===== src/rtl/bcd_pkg.sv =====
// Shared definitions for the binary-to-BCD feeder: FSM states, widths,
// iteration count and the display codes used for out-of-range values.
package bcd_pkg;

    localparam int BIN_W   = 16;
    localparam int DIGITS  = 4;
    localparam int ITER    = 16;
    localparam int CNT_W   = 5;
    localparam int BCD_MAX = 9999;

    localparam logic [BIN_W-1:0] BCD_ERR = 16'hEEEE;

    typedef enum logic [1:0] {
        IDLE = 2'd0,
        CONV = 2'd1,
        DONE = 2'd2
    } state_t;

endpackage


===== src/rtl/bcd_add3.sv =====
// Double-dabble digit correction: a BCD digit of 5 or more gets 3 added so
// that the following left shift carries correctly into the next digit.
module bcd_add3 (
    input  logic [3:0] din,
    output logic [3:0] dout
);

    assign dout = (din >= 4'd5) ? (din + 4'd3) : din;

endmodule


===== src/rtl/bin2bcd_feeder.sv =====
// Converts a 16-bit binary value into four packed BCD digits with a
// sequential double-dabble (one step per cycle) and presents the result to
// a 7-segment driver with a one-cycle write strobe.
//
// Handshake: req is level-sampled on every rising edge; it is accepted only
// when busy=0 (state IDLE), and that edge captures bin. While busy=1 req is
// ignored entirely (no queueing). dout is valid whenever we=1 and holds its
// value until the next conversion finishes or reset clears it.
//
// Build option: define BCD_OVF_ERR_EN to show "EEEE" for inputs above 9999;
// without it such inputs are passed through to dout unchanged.
module bin2bcd_feeder
    import bcd_pkg::*;
(
    input  logic             clk,
    input  logic             rst,
    input  logic [BIN_W-1:0] bin,
    input  logic             req,
    output logic             busy,
    output logic [BIN_W-1:0] dout,
    output logic             we,
    output state_t           state_dbg
);

    state_t           state;
    state_t           state_nxt;
    logic [CNT_W-1:0] cnt;
    logic [BIN_W-1:0] acc;
    logic [BIN_W-1:0] sh;
    logic [BIN_W-1:0] bin_q;
    logic [BIN_W-1:0] acc_adj;
    logic [BIN_W-1:0] acc_step;
    logic [BIN_W-1:0] sh_step;
    logic [BIN_W-1:0] result;
    logic             last_step;
    logic             ovf;

    // One add-3 correction per BCD digit of the accumulator.
    for (genvar g = 0; g < DIGITS; g++) begin : g_digit
        bcd_add3 u_add3 (
            .din  (acc[4*g +: 4]),
            .dout (acc_adj[4*g +: 4])
        );
    end

    // The accumulator MSB shifted out is irrelevant: 9999 fits in 16 BCD bits.
    assign {acc_step, sh_step} = {acc_adj, sh} << 1;

    assign last_step = (cnt == CNT_W'(ITER - 1));

    // Range check uses the captured copy so a changing bin cannot affect it.
    assign ovf = (bin_q > BIN_W'(BCD_MAX));

`ifdef BCD_OVF_ERR_EN
    assign result = ovf ? BCD_ERR : acc_step;
`else
    assign result = ovf ? bin_q : acc_step;
`endif

    assign busy      = (state != IDLE);
    assign we        = (state == DONE);
    assign state_dbg = state;

    // State register.
    always_ff @(posedge clk) begin
        if (rst) begin
            state <= IDLE;
        end else begin
            state <= state_nxt;
        end
    end

    // Next-state logic: accept in IDLE, 16 steps in CONV, one strobe cycle.
    always_comb begin
        state_nxt = state;
        case (state)
            IDLE:    if (req) state_nxt = CONV;
            CONV:    if (last_step) state_nxt = DONE;
            DONE:    state_nxt = IDLE;
            default: state_nxt = IDLE;
        endcase
    end

    // Datapath: capture on accept, shift-and-correct during CONV, publish result.
    always_ff @(posedge clk) begin
        if (rst) begin
            cnt   <= '0;
            acc   <= '0;
            sh    <= '0;
            bin_q <= '0;
            dout  <= '0;
        end else begin
            case (state)
                IDLE: begin
                    if (req) begin
                        bin_q <= bin;
                        sh    <= bin;
                        acc   <= '0;
                        cnt   <= '0;
                    end
                end
                CONV: begin
                    acc <= acc_step;
                    sh  <= sh_step;
                    cnt <= cnt + CNT_W'(1);
                    if (last_step) begin
                        dout <= result;
                    end
                end
                default: begin
                end
            endcase
        end
    end

endmodule


===== config.mk =====
export PLATFORM = sky130hd
export DESIGN_NAME = bin2bcd_feeder
export DESIGN_NICKNAME = d
export VERILOG_FILES = /design/src/rtl/bcd_pkg.sv /design/src/rtl/bcd_add3.sv /design/src/rtl/bin2bcd_feeder.sv
export SDC_FILE = /design/constraint.sdc
export NUM_CORES = 1
export LEC_CHECK = 0
export BUFFER_PORTS_ARGS = -buffer_cell sky130_fd_sc_hd__buf_2
export CORE_MARGIN = 2
export CORE_UTILIZATION = 44
export DETAILED_ROUTE_END_ITERATION = 10
export PLACE_DENSITY_LB_ADDON = 0.12
export SYNTH_ARGS = -nofsm -noshare
export SYNTH_HDL_FRONTEND = slang
export SYNTH_SLANG_ARGS = --single-unit

===== constraint.sdc =====
create_clock -name clk -period 4.35 [get_ports clk]
set_clock_uncertainty 0.2 [all_clocks]
set_input_delay 0.2175 -clock clk [delete_from_list [all_inputs] [get_ports clk]]
set_output_delay 0.2175 -clock clk [all_outputs]
set_load 0.05 [all_outputs]

# After elaboration in Yosys (flattened, before gate mapping)
# Cells that the tools add are included.
[classes] add_sub_neg=5 eq_ne=5 n_reduce_logical=7 n_mux=14 order_cmp=5
[op_table] op="16-bit case mux with 2 select lines" n=2
[op_table] op="16-bit two-way mux" n=3
[op_table] op="4-bit by 3-bit greater-or-equal comparator with 1-bit output, second input constant" n=4
[op_table] op="16-bit by 14-bit greater-than comparator with 1-bit output, second input constant" n=1
[op_table] op="4-bit by 2-bit adder with 4-bit output, second input constant" n=3
[op_table] op="4-bit two-way mux" n=3
[op_table] op="5-bit case mux with 2 select lines" n=1
[op_table] op="2-bit AND reduction" n=4
[op_table] op="5-bit by 1-bit adder with 5-bit output, second input constant" n=1
[op_table] op="5-bit by 4-bit == test with 1-bit output, second input constant" n=1
[op_table] op="5-bit two-way mux" n=1
[op_table] op="2-bit two-way mux" n=2
[op_table] op="2-bit != test, second input constant" n=2
[op_table] op="2-bit case mux with 2 select lines" n=1
[op_table] op="2-bit nonzero test" n=2
[op_table] op="3-bit by 2-bit adder with 3-bit output, second input constant" n=1
[op_table] op="3-bit two-way mux" n=1
[op_table] op="2-bit by 1-bit == test with 1-bit output, second input constant" n=1
[op_table] op="2-bit == test, second input constant" n=1
[op_table] op="2-bit zero test" n=1
[totals] word_cells=42 out_inout_bits=20 register_bits=71 inputBits=19

# Logic depth before layout (Yosys ltp)
[logic_depth] depth_word=3 depth_mapped=8 ltp_nobuf=7

# Modules after synthesis
# A second synthesis with hierarchy kept.
[unflattened] cells_unflattened=413 hier_area_um2=3244.4
[by_module_without_submodules] module="bin2bcd_feeder" seq_area_each_um2=1421.4 area_per_inst_um2=2839.0 cells_each=349 instances=1
[by_module_without_submodules] module="bcd_add3" seq_area_each_um2=0.0 area_per_inst_um2=101.3 cells_each=16 instances=4

# Worst setup path after synthesis
# Ideal clock, no wire load.
[synth_path] path_kind="register to register" startpoint="register cnt[0]" endpoint="register dout[5]" arrival_time_ps=1647 required_time_ps=4021 path_slack_ps=2374 setup_ps=129 path_stages_with_launch=9 synth_period_minus_slack_ps=1976 n_path_buf=1 path_cell_list="dfxtp_1 -> ha_1 -> and3_1 -> ha_1 -> nand3b_1 -> clkbuf_1 -> nor3b_1 -> a32oi_1 -> o31ai_1"
[synth_via] elab_chain_len=2
[synth_rtl] item="from (decl)" line="bin2bcd_feeder.sv:27" rtl="logic [CNT_W-1:0] cnt;"
[synth_rtl] item="from (signal assigned)" line="bin2bcd_feeder.sv:105" rtl="cnt <= cnt + CNT_W'(1);"
[synth_rtl] item="5-bit by 4-bit == test with 1-bit output" line="bin2bcd_feeder.sv:49" rtl="assign last_step = (cnt == CNT_W'(ITER - 1));"
[synth_rtl] item="2-bit AND reduction (no source line)"
[synth_rtl] item="to (signal assigned)" line="bin2bcd_feeder.sv:107" rtl="dout <= result;"
[synth_rtl] item="to (decl)" line="bin2bcd_feeder.sv:20" rtl="output logic [BIN_W-1:0] dout,"
# No other way between the ends.
# A chain may end at the register's enable or synchronous reset.

# Worst setup path after layout
[layout_path] startpoint="register cnt[0]" endpoint="register dout[1]"
# Same word-level chain as after synthesis.

==> results.md <==
- Crit path required time: 4400 ps
- Fmax achieved: 408 MHz
- Area grow syn2layout: 18.5%
- Least-Margin Pin Slew: about 1100 ps
- Initial antenna violation count: 0
- GRT overflow: 0
- FFs w/ async S/R, synth: 0%
- CTS root buffer: clkbuf_8
- Xor and xnor fraction of the mapped netlist area: 0%
- Share of cells above drive strength 1: 15.3%
- HP Class: primary input to register
- Final hold vios: 0
- Synth Area in Simple Gates: about a quarter
- Clock group share of total power: 44.0%
- Synth Area in Adders: 3.72%
- Buf+Inv Stages, Crit Path: 0
- EDFF count, synth: 0
- Relative slew slack: 28.8%
- Logic gate share of total power: 8.9%
- Post-CTS Setup Inserts: 0
- Final Wtd Congestion: 0.816
- Port Buffers: 38
- Vias in the first global route: 2964
- Most frequent CP cell: ha_1
- CTS buffer count: 9
- Tcrit/Tclk final: between 50% and 60%
- Mux cell area share after synthesis: ~1.2%
- Vias: 3114
- Psw: 0.361 mW
- Worst setup SP type: register
- Pre-Repair DR Iteration Count: 5
- DRT Wirelength: about 8.3 mm
- Core ar.: 0.00733 mm²
- Final ANT Viol Nets: 0
- Yosys reg bits: 71
- Drt wl/cell: 14.9 µm
- Crit-path slowest cell: nand3b_1
- Most frequent cell after synthesis: nand2_1
- TritonCTS clock tree: done
- Top area cells in the synthesized netlist: dfxtp_1 (42%), nand2_1 (9.4%), a21oi_1 (6.2%)
- Synthesis Warnings: 0
- Pint: 1.10 mW
- CP peak stage delay: 620 ps
- PwrDens: 366 mW/mm²
- Die Area: 0.00836 mm²
- Initial Util: 45.9%
- GRT Overall Usage: roughly a fifth
- Final setup violation count: 0
- Die width: between 90 and 100 µm
- Critical path class: register to register
- Clk_lat worst skew: around 350 ps
- Post-Place Cells: 525
- Setup TNS: 0 ps
- Max-Cap Viols: 0
- CP arrival: 2500 ps
- Hpwl dp: 5.45 mm
- Drt drc: 0
- Area share of the largest cell type after synthesis: between 40% and 50%
- Nets: 482
- Compound-gate portion of the synthesized area: between 20% and 30%
- Largest buffer count on any clock path: 2
- First-pass GRT wire length: 14.1 mm
- Unique masters post-synth: 40
- Switch share: 24.7%
- Tot Pwr: 1.46 mW
- Crit path time final: 2450 ps
- DR iter-0 viols: 179
- Largest net degree at the start of global routing: 36
- Via density per instance: 5.59
- Worst setup EP type: register
- Post-synth top area cell: dfxtp_1
- Sequential power share: 47.1%
- DIE HEIGHT: roughly 90 µm
- CP Cell Sequence: ha_1, and3_1, ha_1, nand3b_1, nor3b_1, a32oi_1, o31ai_1
- Diodes inserted: 0
- Post-synth top cells: nand2_1 (84), dfxtp_1 (71), a21oi_1 (42), nor2_1 (20), a31oi_1 (19)
- Cell Rows: 31
- CTS clk-pin slew, worst paths: 70 ps
- RSZ-0062 raised after global routing: false
- Top Family by Delay on Critical Path: simple AND/OR/NAND/NOR gates
- Most used flip-flop cell after synthesis: dfxtp_1
- Leakage: 1.52 nW
- Seq/Total Area, Yosys: 42.2%
- Largest vdd supply drop: around 0.00021 V
- Largest family of logic cells by synthesized area: simple AND/OR/NAND/NOR gates
- Critical path peak fanout: 23
- Io pins: 39
- H-tree level count: 3
- Syn avg cell area: 8.21 µm²
- Num Clock Sinks: 71
- Final hold slack: approximately 170 ps
- Pins over their slew limit: 0
- Status: finished, final reports clean
- Mapped Area: 0.00336 mm²
- Mapped Nets: 439
- Syn Inst Count: 410
- Non-Filler Instances: 557
final timing paths:
| check | from | endpoint | slack (ps) | cells after the start |
|---|---|---|---|---|
| max | cnt[0] | dout[1] | 1900 | 7 |
| min | rst | cnt[0] | 170 | 2 |
| max reg2reg | cnt[0] | dout[1] | 1900 | 7 |
| min reg2reg | dout[3] | dout[3] | 250 | 2 |
through the flow:
step / setup WS [ps] / cell area [µm²] / util [%]
floorplan: 2370 / 3360 / -
global route: 1700 / 3990 / 54.4
CTS: 1890 / 3990 / 54.4
finish: 1900 / 3990 / 54.4
detailed placement: 1910 / 3580 / 48.9
global placement: 1980 / 3580 / 48.9
logic make-up (layout without fill, tap and decap cells):
logic type,after synthesis,after routing
simple gates,167,167
compound gates,116,116
flops,71,71
buf+inv,42,90
fa+ha+maj,10,10
mux,4,4
power groups by stage:
stage                     clock network [mW]  registers (mW)  logic [mW]
after floorplan                            0           0.700      0.0884
after global placement                     0           0.703       0.118
after detailed placement                   0           0.704       0.119
after CTS                              0.656           0.688       0.131
after global routing                   0.684           0.691       0.145
final                                  0.642           0.688       0.130
metal layers:
| layer | global-route usage [%] | wire length [µm] | share of wire (%) | vias up |
|---|---|---|---|---|
| met5 | 0 | 0 | 0 | - |
| met4 | 5.56 | 94 | 1.1 | 0 |
| met3 | 5.64 | 374 | 4.5 | 8 |
| met2 | 33.3 | 3910 | 47 | 67 |
| met1 | 28.1 | 3930 | 47 | 1491 |
| li1 | - | - | - | 1548 |
worst register-to-register path, delay by kind of cell (launching register included):
family	cells	cell delay, ps
AO/OA/AOI/OAI	2	190
adder cells (fa/ha/maj)	2	380
flip-flops	1	370
AND/OR/NAND/NOR	3	1210
layout by cell type (no fill, tap or decap), types with 8 or more instances in the layout:
cell type       n
a211o_1         8
a21oi_1        42
a31oi_1        19
buf_2          38
clkbuf_8        9
dfxtp_1        71
dlygate4sd3_1  16
ha_1           10
inv_1          14
nand2_1        84
nand3_1        16
nor2_1         20
nor3b_1         9
o211ai_1        8
o21ai_0         9
repair_timing:
action | 4_1_cts | 5_1_grt
resized for setup | 0 | 0
hold buffers | 16 | 0
endpoints found under the hold margin | 32 | 0
setup endpoints to repair | 0 | 0
registers in the layout, summed over array words and instances, names as in the netlist:
register and count:
acc 16, sh 16, cnt 5, dout 16, bin_q 16, state_dbg 2
final cells by class:
class,instances,area [µm²]
Clock buffer,9,124
Clock inverter,7,120
Fill cell,685,3340
Inverter,15,56.3
Multi-Input combinational cell,297,1750
Sequential cell,71,1420
Tap cell,99,124
Timing Repair Buffer,59,388
(Power assumes the default switching activity.)
